`src/rtl/apb2axi_pkg.sv`:
```
// Shared types and constants for the APB-to-AXI bridge.
// The write scheduler's FSM states and slot-table entries are defined here.
package apb2axi_pkg;

    localparam int CMD_ENTRY_W      = 32;
    localparam int APB2AXI_ID_W     = 4;
    localparam int WR_SCHED_MAX_OST = 4;
    localparam int WR_SCHED_SRC_W   = 3;  // wide enough for up to 8 sources

    typedef enum logic [0:0] {
        IDLE  = 1'b0,
        ISSUE = 1'b1
    } wr_sched_state_e;

    typedef struct packed {
        logic                      busy;
        logic [WR_SCHED_SRC_W-1:0] src;
    } wr_slot_t;

endpackage

```
`src/rtl/apb2axi_rr_arbiter.sv`:
```
// Combinational round-robin arbiter: picks the first requester at or above ptr,
// wrapping modulo N. Shared by the read and write schedulers.
module apb2axi_rr_arbiter #(
    parameter  int N  = 2,
    localparam int IW = (N > 1) ? $clog2(N) : 1
) (
    input  logic [N-1:0]  req,
    input  logic [IW-1:0] ptr,
    output logic [N-1:0]  gnt,
    output logic [IW-1:0] gnt_idx,
    output logic          any
);

    always_comb begin
        int idx;
        // NOTE: every output gets a default before the loop so no latch is inferred.
        gnt     = '0;
        gnt_idx = '0;
        any     = 1'b0;
        idx     = 0;
        for (int off = 0; off < N; off++) begin
            idx = int'(ptr) + off;
            if (idx >= N) idx = idx - N;
            if (!any && req[idx]) begin
                any      = 1'b1;
                gnt[idx] = 1'b1;
                gnt_idx  = IW'(idx);
            end
        end
    end

endmodule

```
`src/rtl/apb2axi_wr_scheduler.sv`:
```
// Round-robin write scheduler: pops one FIFO entry at a time, assigns it a free
// AXI ID slot, and routes each B response back to the source that issued it.
module apb2axi_wr_scheduler
    import apb2axi_pkg::*;
#(
    parameter  int N_SRC        = 2,
    parameter  int MAX_OST      = WR_SCHED_MAX_OST,
    parameter  int FIFO_ENTRY_W = CMD_ENTRY_W,
    parameter  int AXI_ID_W     = APB2AXI_ID_W,
    localparam int SRC_W        = (N_SRC > 1) ? $clog2(N_SRC) : 1,
    localparam int OST_W        = $clog2(MAX_OST + 1)
) (
    input  logic                          aclk,
    input  logic                          areset,
    input  logic [N_SRC-1:0]              src_vld,
    output logic [N_SRC-1:0]              src_rdy,
    input  logic [N_SRC*FIFO_ENTRY_W-1:0] src_data,
    output logic                          bld_vld,
    input  logic                          bld_rdy,
    output logic [FIFO_ENTRY_W-1:0]       bld_data,
    output logic [AXI_ID_W-1:0]           bld_id,
    input  logic                          bvalid,
    output logic                          bready,
    input  logic [AXI_ID_W-1:0]           bid,
    input  logic [1:0]                    bresp,
    output logic                          cmp_vld,
    input  logic                          cmp_rdy,
    output logic [SRC_W-1:0]              cmp_src,
    output logic [1:0]                    cmp_resp,
    output logic [OST_W-1:0]              ost_cnt,
    output logic                          err_unexp_b
);

    localparam int                SLOT_W     = (MAX_OST > 1) ? $clog2(MAX_OST) : 1;
    localparam logic [AXI_ID_W:0] MAX_OST_ID = (AXI_ID_W + 1)'(MAX_OST);

    wr_sched_state_e   r_state, w_state_nxt;
    wr_slot_t          r_slot [MAX_OST];
    logic [SRC_W-1:0]  r_rr_ptr;

    logic [N_SRC-1:0]  w_gnt;
    logic [SRC_W-1:0]  w_gnt_idx;
    logic              w_any_req;
    logic              w_any_free;
    logic [SLOT_W-1:0] w_free_idx;
    logic              w_grant;
    logic [SLOT_W-1:0] w_bid_slot;
    logic              w_b_hs;
    logic              w_b_free;

    apb2axi_rr_arbiter #(.N(N_SRC)) u_arb (
        .req     (src_vld),
        .ptr     (r_rr_ptr),
        .gnt     (w_gnt),
        .gnt_idx (w_gnt_idx),
        .any     (w_any_req)
    );

    // Descending scan so the last hit, the lowest free index, wins.
    always_comb begin
        w_any_free = 1'b0;
        w_free_idx = '0;
        for (int i = MAX_OST - 1; i >= 0; i--) begin
            if (!r_slot[i].busy) begin
                w_any_free = 1'b1;
                w_free_idx = SLOT_W'(i);
            end
        end
    end

    assign w_grant    = (r_state == IDLE) && w_any_req && w_any_free;
    assign w_bid_slot = bid[SLOT_W-1:0];
    assign bready     = !cmp_vld || cmp_rdy;
    assign w_b_hs     = bvalid && bready;
    assign w_b_free   = w_b_hs && ({1'b0, bid} < MAX_OST_ID) && r_slot[w_bid_slot].busy;
    assign bld_vld    = (r_state == ISSUE);

    always_comb begin
        w_state_nxt = r_state;
        src_rdy     = '0;
        case (r_state)
            IDLE: begin
                if (w_grant) begin
                    src_rdy     = w_gnt;
                    w_state_nxt = ISSUE;
                end
            end
            ISSUE: begin
                if (bld_rdy) w_state_nxt = IDLE;
            end
            default: w_state_nxt = IDLE;
        endcase
    end

    always_ff @(posedge aclk) begin
        // NOTE: registered state uses non-blocking assignments so every flop samples pre-edge values.
        if (areset) begin
            r_state  <= IDLE;
            r_rr_ptr <= '0;
            bld_data <= '0;
            bld_id   <= '0;
        end else begin
            r_state <= w_state_nxt;
            if (w_grant) begin
                bld_data <= src_data[w_gnt_idx*FIFO_ENTRY_W +: FIFO_ENTRY_W];
                bld_id   <= AXI_ID_W'(w_free_idx);
                r_rr_ptr <= (w_gnt_idx == SRC_W'(N_SRC - 1)) ? '0 : w_gnt_idx + 1'b1;
            end
        end
    end

    // A freed slot is always busy and an allocated one always free, so they never collide.
    always_ff @(posedge aclk) begin
        for (int i = 0; i < MAX_OST; i++) begin
            // NOTE: the slot table is reset explicitly because a stale busy bit would leak an ID forever.
            if (areset) begin
                r_slot[i] <= '0;
            end else begin
                if (w_b_free && (w_bid_slot == SLOT_W'(i))) r_slot[i].busy <= 1'b0;
                if (w_grant && (w_free_idx == SLOT_W'(i))) begin
                    r_slot[i].busy <= 1'b1;
                    r_slot[i].src  <= WR_SCHED_SRC_W'(w_gnt_idx);
                end
            end
        end
    end

    always_ff @(posedge aclk) begin
        if (areset) begin
            ost_cnt <= '0;
        end else begin
            ost_cnt <= ost_cnt + OST_W'(w_grant) - OST_W'(w_b_free);
        end
    end

    always_ff @(posedge aclk) begin
        if (areset) begin
            cmp_vld     <= 1'b0;
            cmp_src     <= '0;
            cmp_resp    <= '0;
            err_unexp_b <= 1'b0;
        end else begin
            if (w_b_free) begin
                cmp_vld  <= 1'b1;
                cmp_src  <= r_slot[w_bid_slot].src[SRC_W-1:0];
                cmp_resp <= bresp;
            end else if (cmp_rdy) begin
                cmp_vld <= 1'b0;
            end
            if (w_b_hs && !w_b_free) err_unexp_b <= 1'b1;
        end
    end

endmodule
```
`config.mk`:
```
export PLATFORM = sky130hd
export DESIGN_NAME = apb2axi_wr_scheduler
export DESIGN_NICKNAME = d
export VERILOG_FILES = /design/src/rtl/apb2axi_pkg.sv /design/src/rtl/apb2axi_rr_arbiter.sv /design/src/rtl/apb2axi_wr_scheduler.sv
export SDC_FILE = /design/constraint.sdc
export NUM_CORES = 1
export LEC_CHECK = 0
export CORE_ASPECT_RATIO = 1.1
export CORE_MARGIN = 4
export CORE_UTILIZATION = 39
export CTS_BUF_LIST = sky130_fd_sc_hd__clkbuf_8
export DETAILED_ROUTE_END_ITERATION = 6
export MAX_ROUTING_LAYER = met4
export PLACE_DENSITY = 0.78
export SYNTH_ARGS = -nofsm -noshare
export SYNTH_HDL_FRONTEND = slang
export SYNTH_SLANG_ARGS = --single-unit
```
`constraint.sdc`:
```
create_clock -name aclk -period 2.5 [get_ports aclk]
set_input_delay 0.625 -clock aclk [delete_from_list [all_inputs] [get_ports aclk]]
set_output_delay 0.625 -clock aclk [all_outputs]
set_load 0.005 [all_outputs]
```
==> metrics.yaml, run 1 <==
synth_cell_types: 38
placed_cell_area_um2: 4151
synth_top_area_share_pct: 31.03
grtUsageTotal_pct: 17.94
rsz0062_at_grt: "false"
switching_share_pct: 28.92
cts_sinks: 52
synth_warnings: 0
core_region_area_um2: 7047
worst_pin_slew_ns: 0.6787
die_h_um: 97.49
fin_area_um2: 4255
crit_path_frequent_cell: "clkdlybuf4s50_1"
antenna_found_initial: 0
cap_violations: 0
max_freq_mhz: 420.6
async_reset_ff_share_pct: 0
slowest_stage: "clkdlybuf4s50_1"
grt_max_degree: 48
fin_crit_sh_pct: 95.10
finalSetupViolCount: 0
drtAntennaViolNets: 0
worst_setup_path_start_kind: "primary input"
dieArea_um2: 8710
timing.slew.headroom_pct: 54.75
clk_pin_slew_worst_paths_ns: 0.10
path_max_fanout: 4
seqPwrFrac_pct: 45.8
clock_skew_ns: 0.01168
rows: 32
place.gp.congestion: 0.8766
cp.arrival_ns: 1.75
internal_power_mw: 1.535
synthCells: 291
outcome: "finished clean"
postSynthAreaPerCell_um2: 9.756
die_w_um: 89.35
path_class: "in -> out"
power_mw: 2.159
worst-path-buf-inv: 2
p_clk_share_pct: 21.9
grt_pass1_wl_um: 12320
io_pins: 125
clk_latency_ns: 0.30
synth_area_leaders: "dfxtp_1 31%, a311oi_2 15%, nand3b_1 8.7%"
powerDensity_nw_per_um2: 507.5
slew_viol_final: 0
cts_buffers: 5
layout_min_cycle_time_ns: 2.377
avgRoutedWirePerCell_um: 16.02
drc: 0
via_count: 2692
start_util_pct: 40.29
yosysSeqAreaShare_pct: 39.49
synth_edf_count: 8
cts_root_buffer: "clkbuf_8"
hold_viol: 0
fillers: 642
grt_overflow: 0
grt_pass1_vias: 2598
final_nets: 490
end_kind: "output port"
critical-path-top-delay-family: "buffers and inverters"
netlist_area_um2: 2839
yosys.area.top_type: "dfxtp_1"
dp_hpwl_um: 5624
dr.pass1.iters: 4
switchingPower_mw: 0.6246
drt_iter0_markers: 79
antenna_cells: 0
io_buffers: 122
layout_commonest_cell: "clkdlybuf4s50_1"
routed_via_density: 5.427
wirelength_um: 7948
hp-class: "reg -> reg"
ir_drop_uv: 366.8
power_frac_comb_pct: 32.3
crit_chain: "clkdlybuf4s50_1 -> nand2b_2 -> clkdlybuf4s50_1"
cts_tree: "yes"
synth_flop_cell: "dfxtp_1"
layout_common_cells: "115 x clkdlybuf4s50_1, 44 x dfxtp_1, 38 x a21oi_1"
area_growth_syn_to_layout_pct: 49.89
htree_levels: 2
slowest_delay_ns: 0.51
drive_gt1_share_pct: 18.49
cp.required_ns: 1.88
cts_max_path_buffers: 2
synth_seq_cells: 52
p_leak_nw: 1.499
[cells by family after synthesis]
logic type      after synthesis  share of synthesized area, %
compound gates              112                         31.64
xor+xnor                      2                        0.6171
fa+ha+maj                     3                         1.586
buf+inv                      43                         7.625
flops                        52                         39.49
mux                           5                         2.644
other cells                   1                        0.1321
simple gates                 73                         16.26
[state kept, by name (all words and copies together) (netlist names)]
name and count:
bld_data 32, bld_id 2, bld_vld 1, cmp_resp 2, cmp_src 1, cmp_vld 1, err_unexp_b 1, ost_cnt 3
r_rr_ptr 1, r_slot 8
[metal layers]
| metal | vias up | part of all wire, % | track usage [%] |
|---|---|---|---|
| met5 | - | 0 | - |
| met2 | 93 | 49 | 30.52 |
| li1 | 1324 | - | - |
| met3 | 4 | 6.9 | 3.308 |
| met1 | 1271 | 43 | 22.19 |
| met4 | 0 | 0.65 | 2.978 |
[through the flow]
stage               util [%]  worst slack [ns]  setup TNS, ns  hold WS [ns]  std cells
floorplan                  -           0.01056              0        0.4511        292
global placement       58.91           -0.5177         -1.784        0.4423        487
detailed placement     58.91           -0.5831         -1.941        0.4477        487
CTS                    60.16          0.003844              0        0.4661        495
global route           60.39           0.05885              0        0.4826        496
finish                 60.39            0.1225              0        0.4661        496
[cell usage after synthesis (4+ instances only)]
cell type	instances
dfxtp_1	44
buf_4	4
buf_2	6
clkbuf_1	19
inv_1	8
nand2_1	12
a311oi_2	29
nor2_1	8
o21ai_0	33
a21oi_1	38
nor3_1	5
nand3b_1	33
nand2b_1	4
buf_6	4
edfxtp_1	8
[worst register-to-register path, delay by kind of cell, from the launching register on]
kind / cells / cell delay, ns
DFF: 1 / 0.47
adders and majority gates: 3 / 0.85
muxes: 1 / 0.54
and+or+nand+nor: 2 / 0.26
buffers and inverters: 2 / 0.10
[cell type report]
class	count	area (um^2)	area share, %
sequential	52	1121	26.35
timing repair buffer	145	1385	32.55
multi-input combinational	197	1521	35.75
inverter	9	38.79	0.9115
tap	85	106.4	2.499
clock buffer	5	68.82	1.617
clock inverter	3	13.76	0.3234
[worst paths after layout]
kind | start | end | slack, ns | cells past startpoint
hold / removal | cmp_resp[1] | cmp_resp[1] | 0.47 | 2
setup reg to reg | r_slot[3][1] | ost_cnt[1] | 0.14 | 8
setup / recovery | cmp_rdy | bready | 0.12 | 3
hold reg to reg | cmp_resp[1] | cmp_resp[1] | 0.47 | 2
[power by group through the flow]
stage / combinational (mW) / clock (mW) / sequential, mW
final: 0.697 / 0.473 / 0.990
after global routing: 0.755 / 0.514 / 1.00
after detailed placement: 0.698 / 0 / 1.01
after global placement: 0.685 / 0 / 1.01
after floorplan: 0.349 / 0 / 1.01
after CTS: 0.701 / 0.484 / 0.991
[repair_timing]
item,in CTS,in global routing
gates resized for setup,9,7
hold buffers,0,0
buffers inserted,0,1
endpoints found under the setup margin,4,5
pin swaps,2,1
Note: power is estimated with default switching activity, not from simulation.
==> inputs of run 2 (changes only) <==
- SETUP_SLACK_MARGIN: unset -> 0.3
==> metrics.yaml, run 2 (synthesized netlist as in run 1, its figures left out) <==
hold_slack_ns: 0.4649
clk_pin_slew_worst_paths_ns: 0.09
clk_latency_ns: 0.30
path_max_fanout: 2
finalSetupTns_ns: 0
start_util_pct: 40.29
grtUsageTotal_pct: 18.67
hold_buffers: 0
grt_pass1_vias: 2710
cts_root_buffer: "clkbuf_8"
end_kind: "flip-flop"
drtAntennaViolNets: 0
cap_violations: 0
reg2reg_from: "r_slot[0][1]"
grt_max_degree: 48
r2r-end: "ost_cnt[1]"
cp.required_ns: 2.75
worst_pin_slew_ns: 0.7040
cts_tree: "yes"
dp_slack_ns: -0.4363
reg2reg_setup_slack_ns: 0.29
layout_common_cells: "114 x clkdlybuf4s50_1, 44 x dfxtp_1, 38 x a21oi_1"
slew_viol_final: 0
use_met1_pct: 22.76
cp.arrival_ns: 2.46
drc: 0
reg_top3: "bld_data x32, r_slot x8, ost_cnt x3"
cp-startpoint: "bid[0]"
drt_iter0_markers: 112
use_met2_pct: 31.25
internal_power_mw: 1.662
cts_buffers: 5
dp_hpwl_um: 5889
place.gp.congestion: 0.7996
cts_sinks: 52
p_clk_share_pct: 24.2
hold_viol: 0
setup_slack_ns: 0.2824
area_growth_syn_to_layout_pct: 53.68
hp-class: "reg -> reg"
die_h_um: 97.49
endpoint: "ost_cnt[1]"
die_w_um: 89.35
switchingPower_mw: 0.6240
core_region_area_um2: 7047
drive_gt1_share_pct: 21.34
grt.busiest_layer: "met2"
rows: 32
use_met3_pct: 3.223
antenna_found_initial: 0
fin_crit_sh_pct: 88.71
dieArea_um2: 8710
outcome: "finished clean"
cts_max_path_buffers: 2
rsz0062_at_grt: "true"
ir_drop_uv: 320.1
io_pins: 125
finalSetupViolCount: 0
htree_levels: 2
layout_min_cycle_time_ns: 2.218
wirelength_um: 8253
seqPwrFrac_pct: 43.4
powerDensity_nw_per_um2: 523.9
worst_setup_path_start_kind: "primary input"
via_count: 2745
grt_overflow: 0
placed_cell_area_um2: 4172
layout_commonest_cell: "clkdlybuf4s50_1"
io_buffers: 122
r2r_cells: 8
max_freq_mhz: 450.9
avgRoutedWirePerCell_um: 16.44
final_util_pct: 61.91
p_leak_nw: 1.532
path_class: "in -> reg"
clock_skew_ns: 0.009921
antenna_cells: 0
dr.pass1.iters: 4
fin_cells: 502
fin_area_um2: 4363
dp.cells: 486
grt_pass1_wl_um: 12850
largest_register: "bld_data"
switching_share_pct: 27.30
timing.slew.headroom_pct: 53.07
power_frac_comb_pct: 32.4
power_mw: 2.286
final_nets: 496
routed_via_density: 5.468
largest_register_ffs: 32
[run 2: repair_timing]
action / in CTS / in global routing
pin swaps: 0 / 1
endpoints found under the hold margin: 0 / 0
setup endpoints to repair: 7 / 4
setup buffers: 6 / 2
gates resized for setup: 20 / 9
[run 2: routing by layer]
metal	up-vias	routed length [um]
met2	105	4186
met1	1290	3358
met3	15	535
met4	0	174
met5	-	0
li1	1335	-
[run 2: worst min-delay path by stage]
stage               cells past startpoint   startpoint  slack (ns)          end
floorplan                               2  cmp_resp[0]        0.45  cmp_resp[0]
global placement                        2  cmp_resp[0]        0.44  cmp_resp[0]
detailed placement                      1  err_unexp_b        0.45  err_unexp_b
CTS                                     2  cmp_resp[0]        0.47  cmp_resp[0]
global route                            2  cmp_resp[0]        0.48  cmp_resp[0]
finish                                  2  cmp_resp[0]        0.46  cmp_resp[0]
[run 2: critical path: stages]
cell	delay [ns]
buf_2	0.10
mux4_2	0.52
nand4_4	0.10
inv_4	0.05
ha_4	0.25
inv_2	0.03
ha_4	0.15
fa_2	0.52
nor2b_4	0.12
[run 2: area by class of cell]
class	count	area [um^2]
clock inverters	3	37.54
clock buffers	5	68.82
inverters	9	36.28
fillers	598	2684
well taps	85	106.4
multi-input cells	197	1570
repair buffers	151	1423
flip-flops and latches	52	1121
[run 2: power groups by stage]
stage	logic (mW)	clock network, mW	registers, mW
3_3_place_gp	0.691	0	1.01
4_1_cts	0.720	0.569	0.993
5_1_grt	0.803	0.602	1.00
3_5_place_dp	0.707	0	1.01
6_report	0.740	0.553	0.992
2_1_floorplan	0.356	0	1.01
